### src/rtl/reg_wb_arbiter.sv
// Arbitrates the register-file write port between the ALU writeback handshake
// and a small FIFO of load returns; output is registered and drives the RF directly.
module reg_wb_arbiter #(
    parameter int DATA_W     = 8,
    parameter int ADDR_W     = 3,
    parameter int FIFO_DEPTH = 2,
    parameter int MAX_WAIT   = 3
) (
    input  logic                     CLK,
    input  logic                     RESET,
    input  logic                     ALU_VALID,
    input  logic [ADDR_W-1:0]        ALU_ADDR,
    input  logic [DATA_W-1:0]        ALU_DATA,
    output logic                     ALU_READY,
    input  logic                     MEM_VALID,
    input  logic [ADDR_W-1:0]        MEM_ADDR,
    input  logic [DATA_W-1:0]        MEM_DATA,
    output logic                     WB_WRITE,
    output logic [ADDR_W-1:0]        WB_ADDR,
    output logic [DATA_W-1:0]        WB_DATA,
    output logic                     OVERFLOW,
    output logic [(1<<ADDR_W)-1:0]   PENDING_MASK
);

    localparam int PTR_W  = $clog2(FIFO_DEPTH);
    localparam int CNT_W  = $clog2(FIFO_DEPTH + 1);
    localparam int WAIT_W = (MAX_WAIT > 0) ? $clog2(MAX_WAIT + 1) : 1;

    logic [ADDR_W-1:0] fifo_addr_q [FIFO_DEPTH];
    logic [DATA_W-1:0] fifo_data_q [FIFO_DEPTH];

    logic [PTR_W-1:0]  wr_ptr_q, wr_ptr_d;
    logic [PTR_W-1:0]  rd_ptr_q, rd_ptr_d;
    logic [CNT_W-1:0]  count_q, count_d;
    logic [WAIT_W-1:0] wait_q, wait_d;
    logic              ovf_q, ovf_d;
    logic              wb_write_q, wb_write_d;
    logic [ADDR_W-1:0] wb_addr_q, wb_addr_d;
    logic [DATA_W-1:0] wb_data_q, wb_data_d;

    logic fifo_empty, fifo_full, wait_sat;
    logic grant_alu, grant_mem, push_req, do_push;

    always_comb begin
        fifo_empty = (count_q == '0);
        fifo_full  = (count_q == CNT_W'(FIFO_DEPTH));
        wait_sat   = (wait_q == WAIT_W'(MAX_WAIT));
        grant_alu  = ALU_VALID && !RESET && (fifo_empty || wait_sat);
        grant_mem  = !grant_alu && !fifo_empty && !RESET;
        push_req   = MEM_VALID && !RESET;
        // A full FIFO still accepts a push when the head leaves in the same cycle
        do_push    = push_req && (!fifo_full || grant_mem);
    end

    assign ALU_READY = grant_alu;

    always_comb begin
        wr_ptr_d   = do_push   ? wr_ptr_q + PTR_W'(1) : wr_ptr_q;
        rd_ptr_d   = grant_mem ? rd_ptr_q + PTR_W'(1) : rd_ptr_q;
        count_d    = count_q;
        case ({do_push, grant_mem})
            2'b10:   count_d = count_q + CNT_W'(1);
            2'b01:   count_d = count_q - CNT_W'(1);
            default: count_d = count_q;
        endcase
        wait_d     = '0;
        if (ALU_VALID && !grant_alu) begin
            wait_d = wait_sat ? wait_q : wait_q + WAIT_W'(1);
        end
        ovf_d      = ovf_q | (push_req && fifo_full && !grant_mem);
        wb_write_d = grant_alu | grant_mem;
        wb_addr_d  = wb_addr_q;
        wb_data_d  = wb_data_q;
        if (grant_alu) begin
            wb_addr_d = ALU_ADDR;
            wb_data_d = ALU_DATA;
        end else if (grant_mem) begin
            wb_addr_d = fifo_addr_q[rd_ptr_q];
            wb_data_d = fifo_data_q[rd_ptr_q];
        end
    end

    always_ff @(posedge CLK) begin
        if (RESET) begin
            wr_ptr_q   <= '0;
            rd_ptr_q   <= '0;
            count_q    <= '0;
            wait_q     <= '0;
            ovf_q      <= 1'b0;
            wb_write_q <= 1'b0;
            wb_addr_q  <= '0;
            wb_data_q  <= '0;
        end else begin
            wr_ptr_q   <= wr_ptr_d;
            rd_ptr_q   <= rd_ptr_d;
            count_q    <= count_d;
            wait_q     <= wait_d;
            ovf_q      <= ovf_d;
            wb_write_q <= wb_write_d;
            wb_addr_q  <= wb_addr_d;
            wb_data_q  <= wb_data_d;
        end
    end

    // Storage needs no reset: occupancy is tracked entirely by the pointers and count
    always_ff @(posedge CLK) begin
        if (do_push) begin
            fifo_addr_q[wr_ptr_q] <= MEM_ADDR;
            fifo_data_q[wr_ptr_q] <= MEM_DATA;
        end
    end

    always_comb begin
        PENDING_MASK = '0;
        for (int k = 0; k < FIFO_DEPTH; k++) begin
            if (CNT_W'(k) < count_q) begin
                PENDING_MASK[fifo_addr_q[rd_ptr_q + PTR_W'(k)]] = 1'b1;
            end
        end
        if (wb_write_q) begin
            PENDING_MASK[wb_addr_q] = 1'b1;
        end
    end

    assign WB_WRITE = wb_write_q;
    assign WB_ADDR  = wb_addr_q;
    assign WB_DATA  = wb_data_q;
    assign OVERFLOW = ovf_q;

endmodule
### config.mk
export PLATFORM = sky130hd
export DESIGN_NAME = reg_wb_arbiter
export DESIGN_NICKNAME = d
export VERILOG_FILES = /design/src/rtl/reg_wb_arbiter.sv
export SDC_FILE = /design/constraint.sdc
export NUM_CORES = 1
export LEC_CHECK = 0
export CORE_MARGIN = 4
export CORE_UTILIZATION = 50
export DETAILED_ROUTE_END_ITERATION = 8
export PLACE_DENSITY = 0.92
export SLEW_MARGIN = 20
export SYNTH_ARGS = -nofsm -noshare
export SYNTH_HDL_FRONTEND = slang
export SYNTH_SLANG_ARGS = --single-unit
### constraint.sdc
create_clock -name CLK -period 2.8 [get_ports CLK]
set_clock_uncertainty 0.15 [all_clocks]
set_input_delay 0.84 -clock CLK [delete_from_list [all_inputs] [get_ports CLK]]
set_output_delay 0.84 -clock CLK [all_outputs]
set_load 0.005 [all_outputs]
==> out/summary.md <==
The flow ran to the end, and the final reports show no timing, DRC or antenna violations. In this run the mean area of a mapped cell was 10.8 um2. Startpoint of the tightest hold check path: wait_q[0]$_SDFFE_PP0N_.

IR analysis of the VDD net gives a maximum drop of 450 uV. The cell depth of the worst hold path was 1; the total inserted antenna cells was 0. The number of slew-limit violations in the final report is 0. TritonCTS built the clock tree. For the worst-skew pair, the clock arrives at the later sink with an insertion delay of 0.29 ns.

For this run, design rule violations remaining after detail routing come to 0. The H-tree generated during clock tree synthesis spans 2 levels. Highest routing layer actually used: met4. The synthesis-to-finish area growth was 40.5%; the depth of the worst register-to-register path was 10. The initial utilization of the core area, before any placement, comes to 52.3%. The first global-routing pass estimated 8130 um of wire. The number of buffers on the longest clock path was 2. The first TritonRoute pass finished after 5 iterations.

The tools report the final estimated routing congestion in global placement as 0.905. The finished cells cover 0.00296 mm2. After detailed routing, the total wire length is 5730 um. The transition time at the pin with the least slew margin is 0.376 ns. The logs give 0 for the total number of yosys warnings and 0.65 ns for the setup slack on the worst flop-to-flop path.

The setup-violating endpoint count in the final report is 0, and the global route total overflow is 0. The initial antenna violation count was 0; the required time reported for the critical path endpoint was 1.81 ns. For this design, the slowest cell found on the critical path is sky130_fd_sc_hd__edfxtp_1. The power density normalized to cell area is 784 mW/mm2.

STA classifies the critical path startpoint as a flop. The hold violation count in the final report is 0, and the number of distinct library cells after synthesis is 46. In this run the critical register-to-register path is launched from count_q[0]$_SDFFE_PP0P_.

The average vias per placed instance was 5.83. The tools report the number of buffers inserted during clock tree synthesis as 5. The tools report the via count of the first global-routing pass as 1700. The critical path goes through buf_6 -> nand2b_1 -> mux2i_2 -> a22oi_2 -> o31ai_1 -> clkdlybuf4s15_1. Critical setup path kind: reg -> out. After legalization and detailed placement, the total HPWL measured 3510 um. Summed over all nets, wire length on met2 after detailed routing comes to 2820 um.

Together, buffers and inverters on the worst path number 2. The tools report the number of nets with antenna violations after routing as 0. The tools report the floorplan die area as 0.00532 mm2. Clock-pin slew was measured on the worst setup and hold paths at 0.08 ns. The timing-limited maximum frequency was 358 MHz. The largest incremental delay on the critical path came out at 0.42 ns. The count of placed standard cells including taps is 297, and the post-layout instance count excluding filler cells is 316. The cell area after synthesis is 0.00211 mm2, and the I/O pin total is 48.

Terminating pin of the worst hold path: wait_q[0]$_SDFFE_PP0N_. For the overall routing resource usage, the log shows 20.2%. Headroom to the max-slew limit came out at 74.6%.

In this run the critical register-to-register path is captured at count_q[1]$_SDFFE_PP0P_. The data arrival time of the critical path is 1.80 ns, and the final clock period utilization by the worst path is 99.8%. In this run the clock root is driven by a sky130_fd_sc_hd__clkbuf_8. For the total length of routed met3 wires, the log shows 389 um. Measured along the x axis, the die boundary spans 72.9 um. The floorplan step defined a core boundary enclosing 0.00403 mm2. Synthesis produced a netlist with a net count of 227. The number of buffers inserted by port buffering works out to 47. The total via count in the routed design is 1842, and the die outline height is 72.9 um. The synthesized flop and latch total works out to 42.

The net count of the finished layout is 296. Row generation in the floorplan step produced 23 rows. The nature of the critical path endpoint is an output port. In this run the worst path has a maximum fanout of 6. The post-detailed-route wirelength per cell was 18.1 um; the placed instance area was 0.00269 mm2. The number of max-cap violations is 0, and the leakage power is 1.12 nW. The number of instances in the synthesized netlist came out at 196.

Of the cells placed in the final design, the portion with a size suffix greater than 1 is 26.7%. The maximum number of pins on one net before global-route repair is 23. In this design, the largest share of critical-path delay is due to flip-flops. For this block, wires on met1 add up to 2240 um. The run gives 50.3% as the share of the yosys chip area belonging to registers.

The number of hold buffers added after CTS was 0; the shortest clock period the worst path allows after layout was 2.79 ns. The type of the worst min-delay path is reg -> reg. The first routing iteration left 170 violations. The clock drives 42 sinks.
-- sequential cells by signal, indices dropped and copies added (netlist names), named ones only --
name	count
fifo_data_q	16
WB_DATA	8
fifo_addr_q	6
WB_ADDR	3
count_q	2
wait_q	2
OVERFLOW	1
WB_WRITE	1
rd_ptr_q	1
wr_ptr_q	1
-- worst max path at each step --
| stage | start | endpoint | slack, ns | cells past startpoint |
|---|---|---|---|---|
| 3_5_place_dp | RESET | ALU_READY | -0.42 | 5 |
| 5_1_grt | fifo_addr_q[0][2]$_DFFE_PP_ | PENDING_MASK[3] | -0.07 | 6 |
| 4_1_cts | fifo_addr_q[1][0]$_DFFE_PP_ | PENDING_MASK[2] | -0.16 | 5 |
| 6_report | fifo_addr_q[0][2]$_DFFE_PP_ | PENDING_MASK[3] | 0.006 | 6 |
| 3_3_place_gp | RESET | ALU_READY | -0.39 | 5 |
| 2_1_floorplan | RESET | ALU_READY | 0.36 | 4 |
-- stage by stage --
| step | util [%] | worst slack (ns) | TNS (ns) | total power, mW | hold slack (ns) |
|---|---|---|---|---|---|
| floorplan | - | 0.357 | 0 | 1.41 | 0.255 |
| global placement | 66.7 | -0.391 | -0.391 | 1.73 | 0.263 |
| detailed placement | 66.7 | -0.421 | -0.421 | 1.77 | 0.274 |
| CTS | 70.9 | -0.157 | -0.157 | 2.22 | 0.285 |
| global route | 73.5 | -0.0735 | -0.156 | 2.43 | 0.314 |
| finish | 73.5 | 0.00606 | 0 | 2.32 | 0.279 |
-- layout by cell type (no fill, tap or decap), types with 2 or more instances in the layout --
cell                              Yosys  routed
sky130_fd_sc_hd__o21ai_1             11      11
sky130_fd_sc_hd__o211ai_2             6       6
sky130_fd_sc_hd__buf_6                3       3
sky130_fd_sc_hd__o21ai_0              7       7
sky130_fd_sc_hd__nand3b_1             2       2
sky130_fd_sc_hd__a22oi_2              0       3
sky130_fd_sc_hd__dfxtp_2              0       3
sky130_fd_sc_hd__clkinv_2             1       2
sky130_fd_sc_hd__dfxtp_1             20      17
sky130_fd_sc_hd__mux2i_2              1       2
sky130_fd_sc_hd__buf_4                4      22
sky130_fd_sc_hd__nor2_1              11      10
sky130_fd_sc_hd__clkdlybuf4s50_1      0      36
sky130_fd_sc_hd__nand3_1              5       5
sky130_fd_sc_hd__a21oi_1              8       8
sky130_fd_sc_hd__nand2_1             17      17
sky130_fd_sc_hd__clkdlybuf4s15_1      0       4
sky130_fd_sc_hd__mux2_2               2       2
sky130_fd_sc_hd__edfxtp_1            22      22
sky130_fd_sc_hd__o211ai_1             4       4
sky130_fd_sc_hd__nor3_1               3       2
sky130_fd_sc_hd__nor2_2               1       2
sky130_fd_sc_hd__ha_4                 0       2
sky130_fd_sc_hd__clkbuf_8             0       5
sky130_fd_sc_hd__mux2i_1             14      11
sky130_fd_sc_hd__nand2b_1            12      11
sky130_fd_sc_hd__mux2i_4              0       2
sky130_fd_sc_hd__a21o_1               2       2
sky130_fd_sc_hd__dlygate4sd2_1        0       2
sky130_fd_sc_hd__o311ai_2             0       2
sky130_fd_sc_hd__inv_2                1       2
sky130_fd_sc_hd__clkbuf_2             0       2
sky130_fd_sc_hd__xor2_1               3       3
sky130_fd_sc_hd__inv_1                5       4
sky130_fd_sc_hd__ha_1                 5       3
-- where the power goes --
part / internal [mW] / total (mW) / leakage, nW / switching (mW)
sequential: 0.756 / 0.847 / 0.368 / 0.0914
combinational: 0.535 / 1.09 / 0.713 / 0.554
clock: 0.175 / 0.388 / 0.0445 / 0.214
total: 1.46 / 2.32 / 1.12 / 0.859
-- repair_timing --
action | 4_1_cts | 5_1_grt
hold endpoints to repair | 0 | 0
gates resized for setup | 30 | 19
setup buffers | 3 | 8
setup endpoints to repair | 9 | 8
pin swaps | 2 | 2
-- synth_stat cells, drive strengths merged --
| cell type | number | area, um2 |
|---|---|---|
| edfxtp | 22 | 661 |
| dfxtp | 20 | 400 |
| o21ai | 18 | 90.1 |
| nand2 | 17 | 63.8 |
| mux2i | 15 | 154 |
| nand2b | 12 | 75.1 |
| nor2 | 12 | 47.6 |
| o211ai | 10 | 105 |
| a21oi | 9 | 48.8 |
| buf | 8 | 68.8 |
| inv | 6 | 22.5 |
| ha | 5 | 62.6 |
| nand3 | 5 | 25.0 |
| a22oi | 3 | 22.5 |
| clkbuf | 3 | 11.3 |
| nor3 | 3 | 15.0 |
| xor2 | 3 | 26.3 |
| a21o | 2 | 15.0 |
| mux2 | 2 | 22.5 |
| nand3b | 2 | 15.0 |
| nor2b | 2 | 20.0 |
| o311ai | 2 | 17.5 |
| a211oi | 1 | 7.51 |
| a22o | 1 | 8.76 |
| a31oi | 1 | 6.26 |
| a32oi | 1 | 8.76 |
| a41o | 1 | 10.0 |
| and2 | 1 | 6.26 |
| clkinv | 1 | 5.00 |
| nand4 | 1 | 6.26 |
| nor3b | 1 | 12.5 |
| nor4 | 1 | 6.26 |
| nor4b | 1 | 8.76 |
| o21bai | 1 | 7.51 |
| o31ai | 1 | 7.51 |
| or2 | 1 | 8.76 |
| xnor2 | 1 | 8.76 |
-- worst register-to-register path, delay by kind of cell (launching register included) --
kind / cells / cell delay [ns]
compound gates: 3 / 0.57
fa+ha+maj: 2 / 0.41
xor+xnor: 1 / 0.16
simple gates: 1 / 0.07
buf+inv: 3 / 0.34
flops: 1 / 0.38
-- kinds of logic after synthesis --
kind of cell,after synthesis,share of synthesized area (%)
buffers and inverters,18,5.10
muxes,17,8.37
and+or+nand+nor,59,14.7
AOI/OAI and AO/OA,51,16.9
adders and majority gates,5,2.97
DFF,42,50.3
xor gates and xnor gates,4,1.66
-- routing by layer --
metal	vias to the layer above	track usage, %
met4	0	9.63
met2	115	34.6
li1	849	-
met3	26	4.13
met1	852	24.2
met5	-	0
-- cell type report --
cell class	count	area (um2)
Fill cell	266	1070
Timing Repair Buffer	73	676
Tap cell	50	62.6
Clock inverter	3	18.8
Clock buffer	5	68.8
Sequential cell	42	1060
Multi-Input combinational cell	136	1040
Inverter	7	27.5
Power figures use the tool's default switching activity.
